## src/rtl/data_mem_arb_pkg.sv

```systemverilog
// rtl/data_mem_arb_pkg.sv - shared defaults and enums for the data memory arbiter
//
// Holds the default memory geometry, the lock burst limit, the arbiter state
// encoding and the owner encoding used by data_mem_arbiter and arb_rr_pick.
package data_mem_arb_pkg;

  localparam int ADDR_W_DEF   = 4;
  localparam int DATA_W_DEF   = 16;
  localparam int LOCK_MAX_DEF = 4;

  typedef enum logic {
    ARB    = 1'b0,
    LOCK_B = 1'b1
  } arb_state_e;

  typedef enum logic {
    OWN_A = 1'b0,
    OWN_B = 1'b1
  } owner_e;

endpackage

```

## src/rtl/arb_rr_pick.sv

```systemverilog
// rtl/arb_rr_pick.sv - two-way round-robin pick
//
// Ports:
//   req_a, req_b  requests from port A and port B
//   last_owner    port granted most recently
//   owner         selected port (meaningful only when valid is high)
//   valid         at least one request present
module arb_rr_pick
  import data_mem_arb_pkg::*;
(
  input  logic   req_a,
  input  logic   req_b,
  input  owner_e last_owner,
  output owner_e owner,
  output logic   valid
);

  always_comb begin
    valid = req_a | req_b;
    if (req_a && req_b) begin
      // Conflict: the port that did not win last time goes first.
      owner = (last_owner == OWN_A) ? OWN_B : OWN_A;
    end else if (req_a) begin
      owner = OWN_A;
    end else begin
      owner = OWN_B;
    end
  end

endmodule

```

## src/rtl/data_mem_arbiter.sv

```systemverilog
// rtl/data_mem_arbiter.sv - two-port round-robin arbiter in front of a data memory
//
// Optional feature macro: ARB_LOCK_EN (adds b_lock and the LOCK_B burst state).
//
// Ports:
//   Clk, Rst                    clock, synchronous active-high reset
//   a_req/a_we/a_addr/a_wdata   port A (CPU) request, held until a_gnt
//   a_gnt/a_rvalid/a_rdata      port A grant, read-valid pulse, read data
//   b_*                         port B (loader/DMA), same meaning as port A
//   b_lock                      (ARB_LOCK_EN only) B asks to keep ownership
//   mem_we/mem_addr/mem_wdata   memory write strobe, address, write data
//   mem_rdata                   combinational memory read data
module data_mem_arbiter
  import data_mem_arb_pkg::*;
#(
  parameter int ADDR_W   = ADDR_W_DEF,
  parameter int DATA_W   = DATA_W_DEF,
  parameter int LOCK_MAX = LOCK_MAX_DEF
) (
  input  logic              Clk,
  input  logic              Rst,
  input  logic              a_req,
  input  logic              a_we,
  input  logic [ADDR_W-1:0] a_addr,
  input  logic [DATA_W-1:0] a_wdata,
  output logic              a_gnt,
  output logic              a_rvalid,
  output logic [DATA_W-1:0] a_rdata,
  input  logic              b_req,
  input  logic              b_we,
  input  logic [ADDR_W-1:0] b_addr,
  input  logic [DATA_W-1:0] b_wdata,
  output logic              b_gnt,
  output logic              b_rvalid,
  output logic [DATA_W-1:0] b_rdata,
`ifdef ARB_LOCK_EN
  input  logic              b_lock,
`endif
  output logic              mem_we,
  output logic [ADDR_W-1:0] mem_addr,
  output logic [DATA_W-1:0] mem_wdata,
  input  logic [DATA_W-1:0] mem_rdata
);

  if (LOCK_MAX < 1) begin : g_lock_max_check
    $error("LOCK_MAX must be at least 1");
  end

  owner_e            last_owner_q;
  owner_e            pick_owner;
  logic              pick_valid;
  logic              a_rvalid_q, b_rvalid_q;
  logic [DATA_W-1:0] a_rdata_q, b_rdata_q;

`ifdef ARB_LOCK_EN
  localparam int CNT_W = $clog2(LOCK_MAX + 1);
  arb_state_e        state_q, state_d;
  logic [CNT_W-1:0]  lock_cnt_q, lock_cnt_d;
`endif

  arb_rr_pick u_pick (
    .req_a      (a_req),
    .req_b      (b_req),
    .last_owner (last_owner_q),
    .owner      (pick_owner),
    .valid      (pick_valid)
  );

  // Grants and lock next-state. Rst forces every grant low so no write or
  // read can be accepted in a reset cycle.
  always_comb begin
    a_gnt = 1'b0;
    b_gnt = 1'b0;
`ifdef ARB_LOCK_EN
    state_d    = state_q;
    lock_cnt_d = lock_cnt_q;
`endif
    if (!Rst) begin
`ifdef ARB_LOCK_EN
      if (state_q == LOCK_B) begin
        b_gnt = b_req;
        if (b_req) begin
          lock_cnt_d = lock_cnt_q + 1'b1;
        end
        if (!b_req || !b_lock || (lock_cnt_d >= CNT_W'(LOCK_MAX))) begin
          state_d    = ARB;
          lock_cnt_d = '0;
        end
      end else begin
        a_gnt = pick_valid && (pick_owner == OWN_A);
        b_gnt = pick_valid && (pick_owner == OWN_B);
        // The entry grant is the first transaction of the locked burst.
        if (b_gnt && b_lock && (LOCK_MAX > 1)) begin
          state_d    = LOCK_B;
          lock_cnt_d = CNT_W'(1);
        end
      end
`else
      a_gnt = pick_valid && (pick_owner == OWN_A);
      b_gnt = pick_valid && (pick_owner == OWN_B);
`endif
    end
  end

  always_comb begin
    mem_we    = 1'b0;
    mem_addr  = '0;
    mem_wdata = '0;
    if (a_gnt) begin
      mem_we    = a_we;
      mem_addr  = a_addr;
      mem_wdata = a_wdata;
    end else if (b_gnt) begin
      mem_we    = b_we;
      mem_addr  = b_addr;
      mem_wdata = b_wdata;
    end
  end

  always_ff @(posedge Clk) begin
    if (Rst) begin
      // OWN_B as last owner makes A win the first conflict.
      last_owner_q <= OWN_B;
      a_rvalid_q   <= 1'b0;
      b_rvalid_q   <= 1'b0;
      a_rdata_q    <= '0;
      b_rdata_q    <= '0;
`ifdef ARB_LOCK_EN
      state_q      <= ARB;
      lock_cnt_q   <= '0;
`endif
    end else begin
      if (a_gnt) begin
        last_owner_q <= OWN_A;
      end else if (b_gnt) begin
        last_owner_q <= OWN_B;
      end
      a_rvalid_q <= a_gnt && !a_we;
      b_rvalid_q <= b_gnt && !b_we;
      if (a_gnt && !a_we) begin
        a_rdata_q <= mem_rdata;
      end
      if (b_gnt && !b_we) begin
        b_rdata_q <= mem_rdata;
      end
`ifdef ARB_LOCK_EN
      state_q    <= state_d;
      lock_cnt_q <= lock_cnt_d;
`endif
    end
  end

  // Outputs read as idle for the whole reset cycle, including a read
  // response that would otherwise land in it.
  assign a_rvalid = a_rvalid_q & ~Rst;
  assign b_rvalid = b_rvalid_q & ~Rst;
  assign a_rdata  = Rst ? '0 : a_rdata_q;
  assign b_rdata  = Rst ? '0 : b_rdata_q;

endmodule

```

## config.mk

```make
export PLATFORM = sky130hd
export DESIGN_NAME = data_mem_arbiter
export DESIGN_NICKNAME = d
export VERILOG_FILES = /design/src/rtl/data_mem_arb_pkg.sv /design/src/rtl/arb_rr_pick.sv /design/src/rtl/data_mem_arbiter.sv
export SDC_FILE = /design/constraint.sdc
export NUM_CORES = 1
export LEC_CHECK = 0
export CAP_MARGIN = 20
export CORE_ASPECT_RATIO = 0.9
export CORE_MARGIN = 2
export CORE_UTILIZATION = 40
export CTS_BUF_LIST = sky130_fd_sc_hd__clkbuf_4
export DETAILED_ROUTE_END_ITERATION = 10
export GPL_ROUTABILITY_DRIVEN = 1
export PLACE_DENSITY = 0.95
export RECOVER_POWER = 100
export SKIP_LAST_GASP = 1
export SLEW_MARGIN = 20
export SYNTH_ARGS = -nofsm -noshare
export SYNTH_HDL_FRONTEND = slang
export SYNTH_SLANG_ARGS = --single-unit
```

## constraint.sdc

```tcl
create_clock -name Clk -period 2.5 [get_ports Clk]
set_input_delay 0.5 -clock Clk [delete_from_list [all_inputs] [get_ports Clk]]
set_output_delay 0.5 -clock Clk [all_outputs]
set_load 0.02 [all_outputs]
```

# ---- Yosys cells after proc, flatten, opt, wreduce, memory -nomap -nowiden
# Index checks and enable logic that the tools add are counted.
dict set report word_totals {
  reg_bits 35
  input_bits 62
  output_inout_bits 57
  wordCells 33
}
dict set report op_classes {
  mux 15
  n_bitwise 5
  n_reduce_logical 8
}
# operator n
set op_table {}
lappend op_table {{$mux W16} 4}
lappend op_table {{$mux W1} 9}
lappend op_table {{$mux W4} 2}
lappend op_table {{$logic_and A1 B1 Y1} 5}
lappend op_table {{$and A1 B1 Y1} 2}
lappend op_table {{$logic_not A1 Y1} 2}
lappend op_table {{$not A1 Y1} 2}
lappend op_table {{$reduce_bool A2 Y1} 1}
lappend op_table {{$or A1 B1 Y1} 1}

# ---- Logic depth before layout (Yosys ltp)
dict set report logic_depth {
  depth_word 6
  mapped_depth 5
  mapped_depth_nobuf 3
}

# ---- Hierarchy
# Synthesis repeated with hierarchy kept, for this count alone.
dict set report hier_totals {
  cells_unflattened 219
  hier_area_um2 1924.3
}
# module instances cells_per_inst area_per_inst_um2 seq_area_each_um2
set by_module_without_submodules {}
lappend by_module_without_submodules {data_mem_arbiter 1 216 1909.3 700.7}
lappend by_module_without_submodules {arb_rr_pick 1 3 15.0 0.0}

# ---- Worst setup path before layout
# No wires, ideal clock.
dict set report synth_path {
  path_type {input port to output port}
  start {input port Rst}
  end {output port mem_addr[0]}
  t_arrival_ns 1.382
  required_time_ns 2.000
  setup_slack_ns 0.618
  cell_stages 4
  n_path_buf 2
  path_cell_list {buf_2 nor3b_4 buf_4 a22o_1}
}
dict set report synth_via {
  elab_cells_between_ends 4
  classes_between {mux (4)}
}
# element line_no
set synth_rtl {}
lappend synth_rtl {{from (decl)} data_mem_arbiter.sv:21} ;# input logic Rst,
lappend synth_rtl {{$mux W1} data_mem_arbiter.sv:78} ;# if (!Rst) begin
lappend synth_rtl {{net a_gnt} data_mem_arbiter.sv:26} ;# output logic a_gnt,
lappend synth_rtl {{$mux W4} data_mem_arbiter.sv:109} ;# if (a_gnt) begin
lappend synth_rtl {{to (decl)} data_mem_arbiter.sv:40} ;# output logic [ADDR_W-1:0] mem_addr,
# The timed path passes the listed nets, and every way through them passes these cells.

# ---- Final worst setup path
dict set report layout_path {
  start {input port b_req}
  end {output port mem_addr[3]}
}
dict set report layout_via {
  elab_chain_len 6
  elab_cells_between_ends 10
  classes_between {mux (5); bitwise (2); reduce/logical (3)}
}
# element line_no
set layout_lines {}
lappend layout_lines {{from (decl)} data_mem_arbiter.sv:29} ;# input logic b_req,
lappend layout_lines {{$logic_and A1 B1 Y1} arb_rr_pick.sv:20} ;# if (req_a && req_b) begin
lappend layout_lines {{$mux W1} arb_rr_pick.sv:20}
lappend layout_lines {{$logic_and A1 B1 Y1 / $not A1 Y1 (equally long branches)} {data_mem_arbiter.sv:100, data_mem_arbiter.sv:99}}
lappend layout_lines {{$mux W1 / $logic_and A1 B1 Y1 (equally long branches)} {data_mem_arbiter.sv:78, data_mem_arbiter.sv:99}}
lappend layout_lines {{$mux W4 / $mux W1 (equally long branches)} {data_mem_arbiter.sv:113, data_mem_arbiter.sv:78}}
lappend layout_lines {{$mux W4 (*)} data_mem_arbiter.sv:109}
# Every way passes the cells marked *; elsewhere a longest branch is shown, timed or not.

==> summary.md <==
| Metric | Value |
|---|---|
| Pre-CTS setup slack | `-0.3364 ns` |
| Syn. warnings | `0` |
| Fin cells | `392` |
| Clk_lat worst skew | `0.33 ns` |
| Gpl congestion | `0.6958` |
| Seq/Total Area, Yosys | `38.15%` |
| R2R depth | `4` |
| Row count | `23` |
| Number of library cell types mapped by synthesis | `20` |
| Critical Path, Cell by Cell | `clkdlybuf4s50_1 -> nor2b_2 -> nor3b_4 -> buf_12 -> a22o_1 -> clkdlybuf4s15_2` |
| Post-route design area | `3163 sq um` |
| Critical Path AT | `1.99 ns` |
| Antenna-violating nets left | `0` |
| GR Overflow Total | `0` |
| R2R setup slack | `0.60 ns` |
| CP Capture Type | `primary output` |
| CP startpoint kind | `input port` |
| Share of cells above drive strength 1 | `16.36%` |
| Slowest stage delay, CP | `0.43 ns` |
| Initial Util | `41.45%` |
| Power per cell area | `402.0 nW/um^2` |
| First-pass GRT wire length | `7838 um` |
| Die area | `5151 sq um` |
| Mapped Avg Cell Area | `9.468 sq um` |
| DR iter-0 viols | `82` |
| Num CTS Buffers | `5` |
| Status | `complete, no violations` |
| Fillcell total | `383` |
| Max_cap viols | `0` |
| Worst setup margin | `0.006849 ns` |
| Largest net degree at the start of global routing | `28` |
| P&R area growth vs syn | `72.21%` |
| Vias in the first global route | `1686` |
| Die Y | `68.29 um` |
| RSZ-0062 raised after global routing | `yes` |
| WP data required | `2.00 ns` |
| Die width | `75.43 um` |
| Most frequent cells in the layout | `92 x clkdlybuf4s50_1, 49 x nand2b_1, 35 x dfxtp_1, 32 x inv_1, 32 x mux2i_1` |
| Worst R2R Start | `last_owner_q` |
| Slew HR | `25.91%` |
| Synth Cell Area | `1837 sq um` |
| WS Path Type | `input port to primary output` |
| Nets | `391` |
| Vias | `1776` |
| Core Box Area | `4432 sq um` |
| Clock root cell | `clkbuf_4` |
| Mapped Cells | `194` |
| WHS Endpoint | `a_rdata_q[13]` |
| Hold Startpoint | `a_rdata_q[13]` |
| Hold slack | `0.4890 ns` |
| All-layer global routing usage | `20.40%` |
| WL/cell | `14.07 um` |
| Clock-pin slew on the worst setup and hold paths | `0.10 ns` |
| Number of antenna violations at the first check in global routing | `0` |
| TritonCTS clock tree | `done` |
| CTS H-tree depth | `2` |
| Syn nets | `256` |
| Hold_buf cts | `0` |
| WHS Path Cells | `2` |
| Dpl cells | `383` |
| Clock Path Buffers | `2` |
| Vias/cell | `4.531` |
| Critical path peak fanout | `23` |
| Total Neg Setup Slack | `0 ns` |
| Finish-stage setup viols | `0` |
| Worst hold path type | `flip-flop to flip-flop` |
| Pins Over Slew Limit | `0` |
| Residual DRC | `0` |
| Reg2reg end | `b_rdata_q[7]` |
| Hpwl dp | `4281 um` |
| Placed cell area | `3196 sq um` |
| IO Pins | `119` |
| Port Buffers | `118` |
| Antenna diode count | `0` |
| Flops & latches, synth | `35` |
| Clock Sinks | `35` |
| Post-CTS Setup Inserts | `0` |
| Minimum clock period | `2.493 ns` |
| Routed wire length | `5515 um` |
| Worst-Margin Slew | `1.110 ns` |
| IR drop worst, VDD | `0.3926 mV` |
| Final Hold Fails | `0` |
| Peak Freq | `401.1 MHz` |
| CP max-delay cell | `clkdlybuf4s50_1` |
| Period Utilization, post-route | `99.73%` |
| Clock Skew | `0.003284 ns` |
| Leakage | `1.520 nW` |
| Pre-Repair DR Iteration Count | `4` |
| Most common cell after layout, fill and taps aside | `clkdlybuf4s50_1` |
-- what timing repair did --
action	CTS	global route
gates resized for setup	42	25
pin swaps	0	0
setup endpoints to repair	57	21
gates cloned	0	1
-- flip-flops by register name, summed over array words and instances, names as in the netlist --
signal,flops
b_rvalid_q,1
a_rvalid_q,1
a_rdata_q,16
b_rdata_q,16
last_owner_q,1
-- final cells by class --
class / instances / area (sq um) / share of cell area, %
sequential: 35 / 700.7 / 22.15
timing repair buffer: 141 / 1301 / 41.14
tap: 62 / 77.57 / 2.453
clock buffer: 7 / 52.55 / 1.661
multi-input combinational: 114 / 905.9 / 28.64
inverter: 32 / 120.1 / 3.797
clock inverter: 1 / 5.005 / 0.1582
-- per-layer routing --
metal	wire length, um	vias to the layer above	GRT usage, %
li1	-	896	-
met1	2394	831	25.98
met2	2899	44	35.22
met3	186	5	3.976
met4	35	0	5.263
met5	0	-	0
-- worst max-delay path by stage --
| stage | endpoint | start | slack (ns) |
|---|---|---|---|
| global route | a_rdata[4] | Rst | -0.03 |
| global placement | mem_addr[3] | Rst | -0.29 |
| floorplan | mem_addr[0] | Rst | 0.62 |
| finish | mem_addr[3] | b_req | 0.007 |
| detailed placement | mem_wdata[9] | Rst | -0.34 |
| CTS | mem_wdata[9] | b_req | -0.05 |
-- through the flow --
step                total power [mW]  util [%]
finish                         1.272     71.37
global route                   1.335     71.37
CTS                            1.293     73.24
detailed placement            0.9951     72.11
global placement              0.9863     72.11
floorplan                     0.7818         -
-- cells by family (layout without fill, tap and decap cells) --
logic type	count (synthesis)	in the layout	share of synthesized area (%)
muxes	32	32	17.44
DFF	35	35	38.15
buffers and inverters	45	181	11.78
AOI/OAI and AO/OA	23	23	10.83
and+or+nand+nor	59	59	21.80
-- where the power goes --
group	internal (mW)	switching, mW	total, mW
Combinational	0.209	0.160	0.369
Sequential	0.584	0.00789	0.592
Clock	0.131	0.180	0.311
Total	0.924	0.348	1.27
-- cells in the mapped netlist --
master / number / share of area [%]
nand2b_1: 49 / 17
dfxtp_1: 35 / 38
inv_1: 32 / 6.5
mux2i_1: 32 / 17
a22o_1: 21 / 10
clkbuf_1: 5 / 1.0
buf_4: 4 / 1.6
nor2b_1: 3 / 1.0
buf_6: 2 / 1.2
a21bo_2: 1 / 0.54
buf_12: 1 / 1.1
buf_2: 1 / 0.27
nand2_1: 1 / 0.20
nor2_2: 1 / 0.34
nor2_8: 1 / 1.1
nor2b_2: 1 / 0.48
nor3_1: 1 / 0.27
nor3b_2: 1 / 0.68
nor3b_4: 1 / 1.0
o21ai_0: 1 / 0.27
-- worst max-delay path: cells and delay by family --
family,cells,cell delay (ns)
buffers and inverters,3,0.89
and+or+nand+nor,2,0.41
AOI/OAI and AO/OA,1,0.18
Note: power is estimated with default switching activity, not from simulation.
